File: src/rtl/div6_req_sequencer_pkg.sv
// Shared types and constants for the two-port divider request sequencer.
//   W         : operand/result width, tied to the 6-bit array divider
//   CNT_W     : width of the settle counter (SETTLE_CYC is 1..15)
//   DBZ_Q     : quotient returned for a divide-by-zero request
//   seqState_t: sequencer state encoding (IDLE/SETTLE/RESP)
package div6_req_sequencer_pkg;

  localparam int unsigned W     = 6;
  localparam int unsigned CNT_W = 4;

  typedef logic [W-1:0] word_t;

  // Requester id: 0 or 1
  typedef logic reqId_t;

  localparam word_t DBZ_Q = 6'h3F;

  typedef enum logic [1:0] {
    IDLE   = 2'd0,
    SETTLE = 2'd1,
    RESP   = 2'd2
  } seqState_t;

  // Operand pair as presented by one requester
  typedef struct packed {
    word_t a;
    word_t b;
  } divOperands_t;

  // One-hot select for a requester id
  function automatic logic [1:0] oneHot2(input reqId_t id);
    return id ? 2'b10 : 2'b01;
  endfunction

endpackage

File: src/rtl/div6_req_sequencer_if.sv
// Request/response bus between the two calculator ports and the sequencer.
//   req_valid/req_ready : per-requester request handshake
//   req_a0/b0, a1/b1    : dividend/divisor of requester 0/1
//   rsp_valid/rsp_ready : per-requester response handshake (rsp_valid one-hot)
//   rsp_q/rsp_r/rsp_dbz : quotient, remainder, divide-by-zero flag
// master = requester side, slave = sequencer side.
interface div6_req_sequencer_if;
  import div6_req_sequencer_pkg::*;

  logic [1:0] req_valid;
  logic [1:0] req_ready;
  word_t      req_a0;
  word_t      req_b0;
  word_t      req_a1;
  word_t      req_b1;
  logic [1:0] rsp_valid;
  logic [1:0] rsp_ready;
  word_t      rsp_q;
  word_t      rsp_r;
  logic       rsp_dbz;

  modport master (
    output req_valid, req_a0, req_b0, req_a1, req_b1, rsp_ready,
    input  req_ready, rsp_valid, rsp_q, rsp_r, rsp_dbz
  );

  modport slave (
    input  req_valid, req_a0, req_b0, req_a1, req_b1, rsp_ready,
    output req_ready, rsp_valid, rsp_q, rsp_r, rsp_dbz
  );

endinterface

File: src/rtl/div6_req_sequencer_rr_arb2.sv
// Two-input round-robin arbiter, purely combinational.
//   req : request bits, bit i = requester i
//   ptr : preferred requester when both request
//   gnt : one-hot grant (zero when nobody requests)
module div6_req_sequencer_rr_arb2 (
  input  logic [1:0] req,
  input  logic       ptr,
  output logic [1:0] gnt
);

  always_comb begin
    gnt = req;
    if (req == 2'b11) begin
      gnt = ptr ? 2'b10 : 2'b01;
    end
  end

endmodule

File: src/rtl/div6_req_sequencer.sv
// Shares one external 6-bit combinational divider between two requesters.
// Arbitrates round-robin, registers the operands onto the divider, waits
// SETTLE_CYC cycles for the multicycle path, captures Q/R and returns them
// to the granted requester. Divide-by-zero is answered without the divider.
//   clk, rst_n   : clock, asynchronous active-low reset
//   bus          : request/response interface (slave side)
//   div_a/div_b  : registered operands to the divider
//   div_q/div_r  : divider results (combinational from div_a/div_b)
//   busy         : high whenever the sequencer is not IDLE
// SETTLE_CYC is legal in 1..15.
module div6_req_sequencer
  import div6_req_sequencer_pkg::*;
#(
  parameter int unsigned SETTLE_CYC = 2
) (
  input  logic                clk,
  input  logic                rst_n,
  div6_req_sequencer_if.slave bus,
  output word_t               div_a,
  output word_t               div_b,
  input  word_t               div_q,
  input  word_t               div_r,
  output logic                busy
);

  localparam logic [CNT_W-1:0] CNT_INIT = CNT_W'(SETTLE_CYC - 1);

  seqState_t        state;
  reqId_t           owner;
  reqId_t           rrPtr;
  reqId_t           gntId;
  logic [CNT_W-1:0] cnt;
  logic [1:0]       gnt;
  logic             accept;
  divOperands_t     selOps;

  // Round-robin grant among the valid requesters
  div6_req_sequencer_rr_arb2 uArb (
    .req (bus.req_valid),
    .ptr (rrPtr),
    .gnt (gnt)
  );

  // Requests are only accepted in IDLE; ready follows the grant there
  assign bus.req_ready = (state == IDLE) ? gnt : 2'b00;
  assign accept        = |(bus.req_valid & bus.req_ready);
  assign gntId         = gnt[1];

  // Operand mux for the granted requester
  always_comb begin
    selOps = '{a: bus.req_a0, b: bus.req_b0};
    if (gntId) begin
      selOps = '{a: bus.req_a1, b: bus.req_b1};
    end
  end

  // Sequencer FSM with registered outputs
  always_ff @(posedge clk or negedge rst_n) begin
    if (!rst_n) begin
      state         <= IDLE;
      owner         <= 1'b0;
      rrPtr         <= 1'b0;
      cnt           <= '0;
      div_a         <= '0;
      div_b         <= '0;
      busy          <= 1'b0;
      bus.rsp_valid <= 2'b00;
      bus.rsp_q     <= '0;
      bus.rsp_r     <= '0;
      bus.rsp_dbz   <= 1'b0;
    end else begin
      case (state)
        IDLE: begin
          if (accept) begin
            owner <= gntId;
            rrPtr <= ~gntId;
            busy  <= 1'b1;
            if (selOps.b != '0) begin
              div_a <= selOps.a;
              div_b <= selOps.b;
              cnt   <= CNT_INIT;
              state <= SETTLE;
            end else begin
              // Divide-by-zero: answer directly, divider operands untouched
              bus.rsp_q     <= DBZ_Q;
              bus.rsp_r     <= selOps.a;
              bus.rsp_dbz   <= 1'b1;
              bus.rsp_valid <= oneHot2(gntId);
              state         <= RESP;
            end
          end
        end

        SETTLE: begin
          if (cnt == '0) begin
            bus.rsp_q     <= div_q;
            bus.rsp_r     <= div_r;
            bus.rsp_dbz   <= 1'b0;
            bus.rsp_valid <= oneHot2(owner);
            state         <= RESP;
          end else begin
            cnt <= cnt - CNT_W'(1);
          end
        end

        RESP: begin
          // Only the owner's ready completes the response
          if (bus.rsp_ready[owner]) begin
            bus.rsp_valid <= 2'b00;
            busy          <= 1'b0;
            state         <= IDLE;
          end
        end

        default: begin
          bus.rsp_valid <= 2'b00;
          busy          <= 1'b0;
          state         <= IDLE;
        end
      endcase
    end
  end

endmodule

File: src/flat_wrapper.sv
// flat-port wrapper written by rule: the top's interface ports become plain ports
module div6_req_sequencer_flat import div6_req_sequencer_pkg::*;
#(
  parameter int unsigned SETTLE_CYC = 2
)
  (clk, rst_n, div_a, div_b, div_q, div_r, busy, bus_req_valid, bus_req_a0, bus_req_b0, bus_req_a1, bus_req_b1, bus_rsp_ready, bus_req_ready, bus_rsp_valid, bus_rsp_q, bus_rsp_r, bus_rsp_dbz);
  div6_req_sequencer_if bus_i ();
  input  logic clk;
  input  logic rst_n;
  output word_t div_a;
  output word_t div_b;
  input  word_t div_q;
  input  word_t div_r;
  output logic busy;
  input wire logic [$bits(bus_i.req_valid)-1:0] bus_req_valid;
  input wire logic [$bits(bus_i.req_a0)-1:0] bus_req_a0;
  input wire logic [$bits(bus_i.req_b0)-1:0] bus_req_b0;
  input wire logic [$bits(bus_i.req_a1)-1:0] bus_req_a1;
  input wire logic [$bits(bus_i.req_b1)-1:0] bus_req_b1;
  input wire logic [$bits(bus_i.rsp_ready)-1:0] bus_rsp_ready;
  output wire logic [$bits(bus_i.req_ready)-1:0] bus_req_ready;
  output wire logic [$bits(bus_i.rsp_valid)-1:0] bus_rsp_valid;
  output wire logic [$bits(bus_i.rsp_q)-1:0] bus_rsp_q;
  output wire logic [$bits(bus_i.rsp_r)-1:0] bus_rsp_r;
  output wire logic [$bits(bus_i.rsp_dbz)-1:0] bus_rsp_dbz;
  assign bus_i.req_valid = bus_req_valid;
  assign bus_i.req_a0 = bus_req_a0;
  assign bus_i.req_b0 = bus_req_b0;
  assign bus_i.req_a1 = bus_req_a1;
  assign bus_i.req_b1 = bus_req_b1;
  assign bus_i.rsp_ready = bus_rsp_ready;
  assign bus_req_ready = bus_i.req_ready;
  assign bus_rsp_valid = bus_i.rsp_valid;
  assign bus_rsp_q = bus_i.rsp_q;
  assign bus_rsp_r = bus_i.rsp_r;
  assign bus_rsp_dbz = bus_i.rsp_dbz;
  div6_req_sequencer #(.SETTLE_CYC(SETTLE_CYC)) u_core (.clk(clk), .rst_n(rst_n), .bus(bus_i), .div_a(div_a), .div_b(div_b), .div_q(div_q), .div_r(div_r), .busy(busy));
endmodule
File: config.mk
export PLATFORM = sky130hd
export DESIGN_NAME = div6_req_sequencer_flat
export DESIGN_NICKNAME = d
export VERILOG_FILES = /design/src/rtl/div6_req_sequencer_pkg.sv /design/src/rtl/div6_req_sequencer_if.sv /design/src/rtl/div6_req_sequencer_rr_arb2.sv /design/src/rtl/div6_req_sequencer.sv /design/src/flat_wrapper.sv
export SDC_FILE = /design/constraint.sdc
export NUM_CORES = 1
export LEC_CHECK = 0
export BUFFER_PORTS_ARGS = -buffer_cell sky130_fd_sc_hd__buf_2
export CORE_ASPECT_RATIO = 1.75
export CORE_MARGIN = 3
export CORE_UTILIZATION = 50
export CTS_BUF_LIST = sky130_fd_sc_hd__clkbuf_8
export CTS_CLUSTER_SIZE = 12
export DETAILED_ROUTE_END_ITERATION = 8
export GPL_ROUTABILITY_DRIVEN = 0
export PLACE_DENSITY = 0.88
export SYNTH_ARGS = -nofsm -noshare
export SYNTH_HDL_FRONTEND = slang
export SYNTH_HIERARCHICAL = 1
export SYNTH_SLANG_ARGS = --single-unit
File: constraint.sdc
create_clock -name clk -period 4.55 [get_ports clk]
set_input_delay 0.6825 -clock clk [delete_from_list [all_inputs] [get_ports clk]]
set_output_delay 0.6825 -clock clk [all_outputs]
set_load 0.005 [all_outputs]
Yosys cells after proc, flatten, opt, wreduce, memory -nomap -nowiden. Index checks and enable logic that the tools add are counted.

Register bits after elaboration: 36. Input port bits: 42. Logic and storage cells: 73.

Add/sub/neg operators: 1. Magnitude comparators: 1. Equality and inequality tests: 9. Mux-type cells: 36. Bitwise operators: 3. Reduce and logical (&&, ||, !) cells: 12.

Operators by type and width (number): $mux W6 (6); $mux W2 (12); $pmux W6 S2 (2); $mux W12 (1); $mux W4 (3); $pmux W2 S3 (2); $reduce_and A4 Y1 (3); $reduce_and A3 Y1 (3); $pmux W4 S2 (1); $mux W1 (7); $ne A2 B1 Y1 const B (3); $ne A2 B2 Y1 const B (3); $reduce_bool A6 Y1 (1); $eq A2 B2 Y1 const B (2); $logic_not A4 Y1 (1); $sub A4 B1 Y4 const B (1); $pmux W1 S3 (1); $and A2 B2 Y2 (1); $eq A2 B1 Y1 const B (1); $logic_not A2 Y1 (1); $lt A1 B2 Y1 const B (1); $not A1 Y1 (2); $pmux W1 S2 (1); $reduce_and A2 Y1 (1); 2 further kinds (2).

Depth between registers and ports, before layout. Gate-level depths: netlist of run 1.

Word-level depth: 7. Depth in mapped cells: 8. Mapped depth without buffers: 7.

Hierarchy. Netlist of run 1, hierarchy kept.

Modules (own cells, without submodules): div6_req_sequencer (instances 1, cells an instance 172, area each 1880.6 um2); div6_req_sequencer_rr_arb2 (instances 1, cells an instance 3, area each 18.8 um2).

Least setup slack after synthesis of run 1. No wires, ideal clock.

Path kind: in2reg. From: input bus_req_b0[2]. To: register u_core.div_a[0]. Setup time: 0.127 ns. Arrival time: 2.279 ns. Data required time: 4.423 ns. Setup slack: 2.143 ns. Stages: 5. Path buffers: 1. Cell sequence: or4_4 > o41ai_4 > or2_2 > buf_6 > mux2_1.

Word-level cells in the longest chain between the ends: 3.

Ends and longest elaborated chain: start, declared (line flat_wrapper.sv:17) `input wire logic [$bits(bus_i.req_b0)-1:0] bus_req_b0;`; $mux W12 (line div6_req_sequencer.sv:52) `if (gntId) begin`; $reduce_bool A6 Y1 (line div6_req_sequencer.sv:78) `if (selOps.b != '0) begin`; $reduce_and A3 Y1 (no source line); end signal, assigned (line div6_req_sequencer.sv:79) `div_a <= selOps.a;`; end, declared (line div6_req_sequencer.sv:19) `output word_t div_a,`.

No other way between the ends. A chain may end at the register's enable or synchronous reset.

Worst setup path in the final report of run 1.
From: input bus_req_valid[0]. To: register u_core.bus.rsp_r[5].

Word-level cells in the longest chain between the ends: 7. Elaborated cells between the ends (all ways): 13. Classes of those cells: 3 x eq/ne; 6 x mux; 1 x bitwise; 3 x reduce/logical.

Ends and longest elaborated chain: start, declared (line flat_wrapper.sv:15) `input wire logic [$bits(bus_i.req_valid)-1:0] bus_req_valid;`; $eq A2 B2 Y1 (*) (line div6_req_sequencer_rr_arb2.sv:13) `if (req == 2'b11) begin`; $mux W2 (*) (line div6_req_sequencer_rr_arb2.sv:13); named net u_core.gnt[1] (line div6_req_sequencer.sv:33) `logic [1:0] gnt;`; $mux W2 (line div6_req_sequencer.sv:45) `assign bus.req_ready = (state == IDLE) ? gnt : 2'b00;`; $and A2 B2 Y2 (line div6_req_sequencer.sv:46) `assign accept = |(bus.req_valid & bus.req_ready);`; $reduce_or A2 Y1 (line div6_req_sequencer.sv:46); $ne A2 B1 Y1 (no source line); $reduce_and A4 Y1 (no source line); end signal, assigned (line div6_req_sequencer.sv:86) `bus.rsp_r <= selOps.a;`; end signal, assigned (line div6_req_sequencer.sv:97) `bus.rsp_r <= div_r;`; end, declared (line div6_req_sequencer_if.sv:29) `output req_ready, rsp_valid, rsp_q, rsp_r, rsp_dbz`.

Mark *: on every way through the listed nets, which the timed path passes. The rest lies on a longest branch. The select of a mux whose other input is x is not followed.

==> results.py, run 1 <==
metrics = {
    "outcome": {
        "status": "complete, no violations",
    },
    "clock_network": {
        "clockBufferDepth": 2,
        "cts_resized": 0,
        "clock_latency_ns": 0.28,
        "htreeDepth": 2,
        "clock-sinks": 36,
        "clk_pin_slew_ns": 0.07,
        "numCtsBuffers": 5,
        "hold_buffers": 0,
        "cts_tree": "built",
        "post_cts.repair.setup_buffers": 0,
        "cts-root-buf": "clkbuf_8",
    },
    "global_routing": {
        "grt_usage_pct": 20.0,
        "grt_start_max_net_pins": 37,
        "grt_pass1_vias": 1521,
        "grt_pass1_wl_um": 6800,
        "antenna_found_initial": 0,
        "grt-ovfl-total": 0,
    },
    "cells_and_area": {
        "syn_to_final_growth_pct": 25.5,
        "final_cell_mix": "71 x buf_2, 36 x dfrtp_1, 20 x inv_1, 20 x mux2i_1, 14 x mux2_2",
        "drive_above_1_share_pct": 39.8,
        "nNetsFinal": 288,
        "final_util_pct": 65.7,
        "fill_cells": 310,
        "multiInputGateArea_um2": 891,
        "n_antenna_cell": 0,
        "regArea_um2": 901,
        "layout_commonest_cell": "buf_2",
    },
    "timing": {
        "report.final.slew_viol_count": 0,
        "layout_min_cycle_time_ns": 2.83,
        "fin_hold_ws_ns": 0.476,
        "setup_tns_ns": 0,
        "tightest_slew_ns": 0.993,
        "setup_viol": 0,
        "slew_headroom_pct": 33.4,
        "finalHoldViolCount": 0,
        "rsz0062_at_grt": "no",
        "max_freq_mhz": 353,
        "skew_ns": 0.00886,
        "finalCritPeriodShare_pct": 62.3,
    },
    "detailed_routing": {
        "drc": 0,
        "totalWireLength_um": 4230,
        "viasPerCell": 5.27,
        "antenna_left": 0,
        "drt_iter0_drc": 23,
        "post_drt_wl_per_cell_um": 14.5,
        "route.vias.total": 1539,
        "drtPass1Iterations": 4,
    },
    "synth": {
        "netlist_instances": 175,
        "synth_area_leaders": "dfrtp_1 47%, mux2i_1 11%, mux2_2 8.3%, mux2_1 5.3%, inv_1 3.8%",
        "synth.net_count": 218,
        "synth_ff_type": "dfrtp_1",
        "async_flop_share_pct": 100,
        "synth_cell_type_count": 40,
        "synth.top_cell.area_share_pct": 47.4,
        "yosysWarnings": 6,
        "synth_top_area_cell": "dfrtp_1",
        "synth_area_per_cell_um2": 10.9,
        "synth_edf_count": 0,
        "netlist_area_um2": 1900,
        "synth-seq-cells": 36,
        "ys_seq_area_share_pct": 47.4,
    },
    "power": {
        "ir_drop_v": 0.000427,
        "leakage_nw": 1.31,
        "p_per_area_nw_per_um2": 600,
    },
    "setup_path": {
        "crit_arrival_ns": 3.00,
        "start_kind": "input port",
        "cp.required_ns": 4.72,
        "slowest_delay_ns": 0.75,
        "critical_path_class": "in -> reg",
        "cp_cell_sequence": "buf_2 > a21boi_2 > a22oi_1 > nor3_1 > a21oi_2 > mux2_2",
        "crit_family": "compound AO/OA/AOI/OAI gates",
        "crit_path_end_kind": "flip-flop",
        "path_buf_inv": 1,
        "cp_slowest_cell": "a21boi_2",
        "path_max_fanout": 18,
    },
    "die": {
        "die_area_um2": 4600,
        "ios": 72,
        "initial_core_util_pct": 52.3,
        "core_um2": 3630,
        "die_h_um": 87.5,
        "rows": 29,
        "die_x_um": 52.6,
    },
    "worst_hold_path": {
        "min_path_type": "in -> async",
    },
    "placement": {
        "port_buffers": 71,
        "dpl.hpwl_um": 3310,
    },
    "run": {
        "cap_violations": 0,
    },
}
## per-stage QoR
stage	total power [mW]	setup WS (ns)	area, um^2	instances
6_report	1.43	1.72	2380	292
5_1_grt	1.55	1.51	2380	292
4_1_cts	1.44	1.73	2380	292
3_5_place_dp	1.17	1.42	2280	284
3_3_place_gp	1.15	1.52	2280	284
2_1_floorplan	0.948	2.14	1900	175
## cells by family (layout without fill, tap and decap cells)
family	Yosys count	after routing	share of synthesized area, %
AO/OA/AOI/OAI	24	24	10.3
adder cells (fa/ha/maj)	1	1	0.659
buffers and inverters	27	98	5.86
flip-flops	36	36	47.4
multiplexers	43	43	24.2
AND/OR/NAND/NOR	44	44	11.5
## area by class of cell
cell class / instances / area share, %
multi-input combinational: 112 / 37.4
timing repair buffer: 71 / 14.9
clock inverter: 3 / 1.63
inverter: 19 / 2.99
sequential: 36 / 37.8
clock buffer: 5 / 2.89
tap: 46 / 2.41
## final timing paths
path | startpoint | end | slack (ns) | depth (start not counted)
max | bus_req_valid[0] | u_core/bus.rsp_r[5] | 1.72 | 6
min | rst_n | u_core/bus.rsp_valid[1] | 0.48 | 1
max reg2reg | u_core/rrPtr | u_core/bus.rsp_r[5] | 1.79 | 6
min reg2reg | u_core/busy | u_core/busy | 0.48 | 2
max in group asynchronous | rst_n | u_core/div_a[2] | 3.58 | 1
min in group clk | u_core/busy | u_core/busy | 0.48 | 2
## state kept, by name, summed over array words and instances, names as in the netlist
name and cells:
u_core/bus.rsp_valid 2, u_core/cnt 4, u_core/owner 1, u_core/div_b 6
u_core/busy 1, u_core/bus.rsp_q 6, u_core/bus.rsp_dbz 1, u_core/rrPtr 1
u_core/state 2, u_core/div_a 6, u_core/bus.rsp_r 6
## cell usage after synthesis, types with 3 or more instances
| cell | n |
|---|---|
| dfrtp_1 | 36 |
| mux2i_1 | 20 |
| inv_1 | 19 |
| mux2_2 | 14 |
| nor2_1 | 13 |
| nand2_1 | 11 |
| mux2_1 | 9 |
| o21ai_0 | 5 |
| clkbuf_1 | 4 |
| nand3_1 | 4 |
| and2_1 | 3 |
## report_power, final
part / switching, mW / internal [mW]
Sequential: 0.0988 / 0.463
Clock: 0.107 / 0.160
Combinational: 0.299 / 0.302
Total: 0.505 / 0.925
## metal layers
metal  wire (um)  global-route usage (%)  vias to the layer above
met4         110                    10.0                        0
met2        2450                    34.2                       44
met3         173                    5.11                       12
met5           0                       0                        -
li1            -                       -                      747
met1        1500                    22.6                      736
## worst reg2reg max path, cell delays in order (launching register included)
cell      delay (ns)
dfrtp_1         0.37
inv_1           0.06
a21boi_2        0.78
a22oi_1         0.26
nor3_1          0.47
a21oi_2         0.35
mux2_2          0.36
No activity file was read; power rests on OpenSTA's default activity.
==> run 2, diff against run 1 <==
--- a/config.mk
+++ b/config.mk
@@ -8,12 +8,12 @@
 export BUFFER_PORTS_ARGS = -buffer_cell sky130_fd_sc_hd__buf_2
 export CORE_ASPECT_RATIO = 1.75
 export CORE_MARGIN = 3
-export CORE_UTILIZATION = 50
+export CORE_UTILIZATION = 46
 export CTS_BUF_LIST = sky130_fd_sc_hd__clkbuf_8
 export CTS_CLUSTER_SIZE = 12
 export DETAILED_ROUTE_END_ITERATION = 8
 export GPL_ROUTABILITY_DRIVEN = 0
-export PLACE_DENSITY = 0.88
+export PLACE_DENSITY = 0.86
 export SYNTH_ARGS = -nofsm -noshare
 export SYNTH_HDL_FRONTEND = slang
 export SYNTH_HIERARCHICAL = 1
==> constraint.sdc (replaced) <==
create_clock -name clk -period 2.4 [get_ports clk]
set_input_delay 0.36 -clock clk [delete_from_list [all_inputs] [get_ports clk]]
set_output_delay 0.36 -clock clk [all_outputs]
set_load 0.005 [all_outputs]
==> run 2 against run 1 <==
Combinational power is 95% higher. Critical endpoint is now u_core/bus.rsp_valid[0]. Register-to-register slack worse by 1.5 ns. Clock skew is 0.00073 ns lower. Via count is 3.6% higher. Clock-buffer cell count is 1 higher. Highest routed layer unchanged. Sequential power is 90% higher. Largest cell class unchanged. Clock power is 73% higher. Cell area is 1.2% higher. Non-clock buffer count is 5 higher. Flip-flop and latch count stayed put. Core utilization is 4.5 points lower.
==> results.py, run 2 (synthesis gave the netlist of run 1 again) <==
metrics = {
    "outcome": {
        "status": "complete, no violations",
    },
    "cells_and_area": {
        "syn_to_final_growth_pct": 27.0,
        "n_antenna_cell": 0,
        "drive_above_1_share_pct": 41.4,
        "layout_commonest_cell": "buf_2",
        "fin_cells": 299,
        "fill_cells": 346,
        "final_cell_mix": "71 x buf_2, 36 x dfrtp_1, 20 x mux2i_1",
        "nNetsFinal": 293,
    },
    "detailed_routing": {
        "antenna_left": 0,
        "drtPass1Iterations": 4,
        "route.vias.total": 1595,
        "drt_iter0_drc": 23,
        "post_drt_wl_per_cell_um": 14.9,
        "viasPerCell": 5.33,
        "totalWireLength_um": 4470,
        "drc": 0,
    },
    "setup_path": {
        "cp.required_ns": 2.57,
        "crit_arrival_ns": 2.25,
        "crit_top_cell": "nand3_1",
        "critical_path_class": "reg -> reg",
        "cp_cell_sequence": "inv_1 > ha_1 > or3b_2 > nand3_1 > nand3_1 > and2_1 > a311o_1",
        "start_kind": "flip-flop",
        "path_max_fanout": 5,
        "crit_path_end_kind": "flip-flop",
        "r2r_setup_slack_ns": 0.32,
        "reg2reg_depth": 7,
        "cp_slowest_cell": "or3b_2",
        "slowest_delay_ns": 0.50,
    },
    "die": {
        "die_h_um": 91.0,
        "die_area_um2": 4970,
        "core_um2": 3940,
        "initial_core_util_pct": 48.2,
        "rows": 30,
        "die_x_um": 54.6,
        "ios": 72,
    },
    "global_routing": {
        "grt_pass1_vias": 1655,
        "grt_start_max_net_pins": 37,
        "grt-ovfl-total": 0,
        "antenna_found_initial": 0,
        "grt_pass1_wl_um": 7380,
        "grt_usage_pct": 20.3,
    },
    "timing": {
        "rsz0062_at_grt": "no",
        "max_freq_mhz": 481,
        "setup_viol": 0,
        "finalCritPeriodShare_pct": 86.6,
        "finalHoldViolCount": 0,
        "slew_headroom_pct": 47.4,
        "skew_ns": 0.00812,
        "fin_hold_ws_ns": 0.142,
        "layout_min_cycle_time_ns": 2.08,
        "tightest_slew_ns": 0.789,
        "report.final.slew_viol_count": 0,
        "setup_tns_ns": 0,
    },
    "clock_network": {
        "hold_buffers": 0,
        "clock-sinks": 36,
        "clockBufferDepth": 2,
        "cts-root-buf": "clkbuf_8",
        "numCtsBuffers": 5,
        "cts_resized": 0,
        "cts_tree": "built",
        "post_cts.repair.setup_buffers": 0,
        "clock_latency_ns": 0.29,
        "clk_pin_slew_ns": 0.07,
        "htreeDepth": 2,
    },
    "power": {
        "power_frac_seq_pct": 39.6,
        "p_comb_share_pct": 43.3,
        "p_clk_share_pct": 17.1,
        "netSwitchingPower_mw": 0.991,
        "p_per_area_nw_per_um2": 1120,
        "p_int_mw": 1.70,
        "ir_drop_v": 0.000665,
        "leakage_nw": 1.33,
        "p_sw_share_pct": 36.8,
    },
    "run": {
        "cap_violations": 0,
    },
    "placement": {
        "dp_cells": 291,
        "port_buffers": 71,
        "dpl.hpwl_um": 3500,
    },
    "worst_hold_path": {
        "min_path_type": "in -> async",
    },
}
[run 2: changes by cell type in the layout (fill, tap and decap cells not counted), sizes merged]
cell and change:
bufinv -1, buf +5, clkbuf +1
[run 2: area by class of cell]
cell class | count | area [um^2] | area share (%)
repair buffers | 76 | 393 | 16.3
clock buffers | 6 | 82.6 | 3.42
flip-flops and latches | 36 | 901 | 37.3
well taps | 48 | 60.1 | 2.49
clock inverters | 2 | 13.8 | 0.571
inverters | 19 | 71.3 | 2.96
multi-input cells | 112 | 891 | 36.9
[run 2: metrics by stage]
step / util, % / power (mW) / instance area [um^2] / setup slack, ns
global placement: 58.8 / 2.21 / 2320 / 0.344
detailed placement: 58.8 / 2.25 / 2320 / 0.317
finish: 61.2 / 2.70 / 2410 / 0.321
global route: 61.2 / 2.91 / 2410 / 0.232
floorplan: - / 1.80 / 1900 / 0.316
CTS: 61.2 / 2.72 / 2410 / 0.331
[run 2: layer usage]
metal	part of all wire [%]	track usage, %
met5	0	0
met3	3.4	4.60
met4	3.6	10.4
met1	36	22.5
met2	57	34.1
[run 2: final timing paths]
| kind | from | to |
|---|---|---|
| worst max-delay path | u_core/cnt[1] | u_core/bus.rsp_valid[0] |
| worst min-delay path | rst_n | u_core/busy |
| worst max register to register | u_core/cnt[1] | u_core/bus.rsp_valid[0] |
| worst min register to register | u_core/busy | u_core/busy |
| max in group asynchronous | rst_n | u_core/cnt[1] |
| min in group clk | div_q[5] | u_core/bus.rsp_q[5] |
[run 2: critical path, delay by kind of cell, from the launching register on]
kind | cells | cell delay [ns]
buffers and inverters | 1 | 0.08
adder cells (fa/ha/maj) | 1 | 0.17
AO/OA/AOI/OAI | 1 | 0.30
AND/OR/NAND/NOR | 4 | 0.97
flip-flops | 1 | 0.43
[run 2: power groups by stage]
| stage | Sequential, mW | Combinational (mW) | Clock [mW] |
|---|---|---|---|
| finish | 1.07 | 1.17 | 0.461 |
| global route | 1.11 | 1.29 | 0.502 |
| CTS | 1.07 | 1.18 | 0.471 |
| detailed placement | 1.08 | 1.17 | 0 |
| global placement | 1.07 | 1.13 | 0 |
| floorplan | 1.04 | 0.752 | 0 |
==> run 3, diff against run 2 <==
--- a/config.mk
+++ b/config.mk
@@ -14,6 +14,7 @@
 export DETAILED_ROUTE_END_ITERATION = 8
 export GPL_ROUTABILITY_DRIVEN = 0
 export PLACE_DENSITY = 0.86
+export SETUP_SLACK_MARGIN = 0.5
 export SYNTH_ARGS = -nofsm -noshare
 export SYNTH_HDL_FRONTEND = slang
 export SYNTH_HIERARCHICAL = 1
==> run 3 against run 2 <==
Critical path depth unchanged. Clock-buffer cell count is the same. Via count increased by 2.0%. Sequential power hardly changed. Critical endpoint is now u_core/cnt[2]. Routed wire length increased by 4.4%. Clock skew fell by 0.0011 ns. Combinational power up 15%. Core utilization grew 3.6 points. Largest cell class is now multi-input combinational cells. Clock power fell by 3%. Register-to-register slack improved by 0.23 ns. Critical path type unchanged.
==> results.py, run 3 (synthesis gave the netlist of run 1 again) <==
metrics = {
    "outcome": {
        "status": "complete, no violations",
    },
    "global_routing": {
        "grt_pass1_wl_um": 7210,
        "grt_usage_pct": 19.7,
        "grt_pass1_vias": 1645,
        "antenna_found_initial": 0,
        "grt-ovfl-total": 0,
        "grt_start_max_net_pins": 37,
    },
    "cells_and_area": {
        "fin_cells": 306,
        "n_antenna_cell": 0,
        "nNetsFinal": 300,
        "layout_commonest_cell": "buf_2",
        "final_cell_area_um2": 2550,
        "drive_above_1_share_pct": 48.1,
        "syn_to_final_growth_pct": 34.5,
        "final_cell_mix": "70 x buf_2, 36 x dfrtp_1, 20 x mux2i_1",
    },
    "setup_path": {
        "critical_path_class": "reg -> reg",
        "path_max_fanout": 5,
        "start_kind": "flip-flop",
        "slowest_delay_ns": 0.40,
        "crit_path_end_kind": "flip-flop",
        "cp_slowest_cell": "dfrtp_1",
        "crit_path_end": "u_core/cnt[2]",
        "reg2reg_depth": 7,
        "cp_cell_sequence": "inv_1 > ha_2 > or3b_4 > nor2b_2 > nor2_2 > a21o_1 > a221o_1",
        "crit_arrival_ns": 2.03,
        "r2r_start": "u_core/cnt[0]",
        "cp.required_ns": 2.58,
        "r2r_setup_slack_ns": 0.55,
        "cp-startpoint": "u_core/cnt[0]",
        "r2r_end": "u_core/cnt[2]",
    },
    "detailed_routing": {
        "totalWireLength_um": 4670,
        "drt_iter0_drc": 33,
        "viasPerCell": 5.32,
        "drc": 0,
        "drtPass1Iterations": 4,
        "met3WireLength_um": 192,
        "post_drt_wl_per_cell_um": 15.3,
        "routedLengthMet1_um": 1640,
        "route.vias.total": 1627,
        "wl_met2_um": 2720,
        "topRoutingLayerUsed": "met4",
        "antenna_left": 0,
    },
    "timing": {
        "slew_headroom_pct": 48.4,
        "finalCritPeriodShare_pct": 77.3,
        "max_freq_mhz": 539,
        "layout_min_cycle_time_ns": 1.85,
        "tightest_slew_ns": 0.774,
        "setup_tns_ns": 0,
        "report.final.slew_viol_count": 0,
        "skew_ns": 0.00701,
        "fin_hold_ws_ns": 0.138,
        "rsz0062_at_grt": "yes",
        "finalHoldViolCount": 0,
        "setup_viol": 0,
    },
    "worst_hold_path": {
        "min_path_type": "in -> async",
    },
    "power": {
        "p_clk_share_pct": 15.5,
        "p_int_mw": 1.82,
        "leakage_nw": 1.42,
        "netSwitchingPower_mw": 1.05,
        "power_frac_seq_pct": 37.3,
        "p_sw_share_pct": 36.5,
        "p_per_area_nw_per_um2": 1120,
        "ir_drop_v": 0.000749,
        "p_comb_share_pct": 47.1,
    },
    "die": {
        "die_h_um": 91.0,
        "die_area_um2": 4970,
        "rows": 30,
        "die_x_um": 54.6,
        "core_um2": 3940,
        "initial_core_util_pct": 48.2,
        "ios": 72,
    },
    "clock_network": {
        "cts-root-buf": "clkbuf_8",
        "clock_latency_ns": 0.29,
        "htreeDepth": 2,
        "clock-sinks": 36,
        "cts_tree": "built",
        "clk_pin_slew_ns": 0.07,
        "clockBufferDepth": 2,
        "hold_buffers": 0,
        "numCtsBuffers": 5,
    },
    "placement": {
        "dpl.hpwl_um": 3390,
        "port_buffers": 71,
        "placed_cell_area_um2": 2330,
        "dp_cells": 292,
    },
    "run": {
        "cap_violations": 0,
    },
}
run 3: routing by layer:
metal / up-vias / track usage [%]
met2: 45 / 34.8
li1: 774 / -
met5: - / 0
met3: 12 / 3.94
met1: 796 / 20.9
met4: 0 / 8.94
run 3: power by group through the flow:
stage	Combinational (mW)	Sequential, mW	Clock [mW]
after floorplan	0.759	1.04	0
after global placement	1.15	1.07	0
after detailed placement	1.19	1.07	0
after CTS	1.21	1.06	0.455
after global routing	1.49	1.11	0.483
final	1.35	1.07	0.446
run 3: final cells by class:
class	count	area, um^2
fillers	315	1390
multi-input cells	113	977
flip-flops and latches	36	901
repair buffers	82	452
clock buffers	6	82.6
inverters	19	71.3
well taps	48	60.1
clock inverters	2	10.0
run 3: worst min path at each step:
stage	depth (start not counted)	slack [ns]	start	to
2_1_floorplan	0	0.06	rst_n	u_core/bus.rsp_dbz
3_3_place_gp	2	0.46	u_core/busy	u_core/busy
3_5_place_dp	1	0.48	u_core/div_b[2]	u_core/div_b[2]
4_1_cts	1	0.17	rst_n	u_core/bus.rsp_q[1]
5_1_grt	1	0.20	rst_n	u_core/bus.rsp_q[1]
6_report	1	0.14	rst_n	u_core/bus.rsp_q[1]
run 3: per-stage QoR:
step | worst slack (ns) | util (%) | total power, mW
floorplan | 0.318 | - | 1.80
global placement | 0.404 | 59.0 | 2.22
detailed placement | 0.384 | 59.0 | 2.26
CTS | 0.476 | 61.7 | 2.72
global route | 0.462 | 64.8 | 3.08
finish | 0.546 | 64.8 | 2.87
run 3: what timing repair did:
action	4_1_cts	5_1_grt
setup buffers	0	5
pin swaps	0	6
cloned	0	1
setup endpoints to repair	12	27
resized for setup	3	20
run 3: worst max-delay path: cells and delay by family (launching register included):
kind / cells / cell delay [ns]
compound gates: 2 / 0.49
buf+inv: 1 / 0.06
simple gates: 3 / 0.60
flops: 1 / 0.40
fa+ha+maj: 1 / 0.18
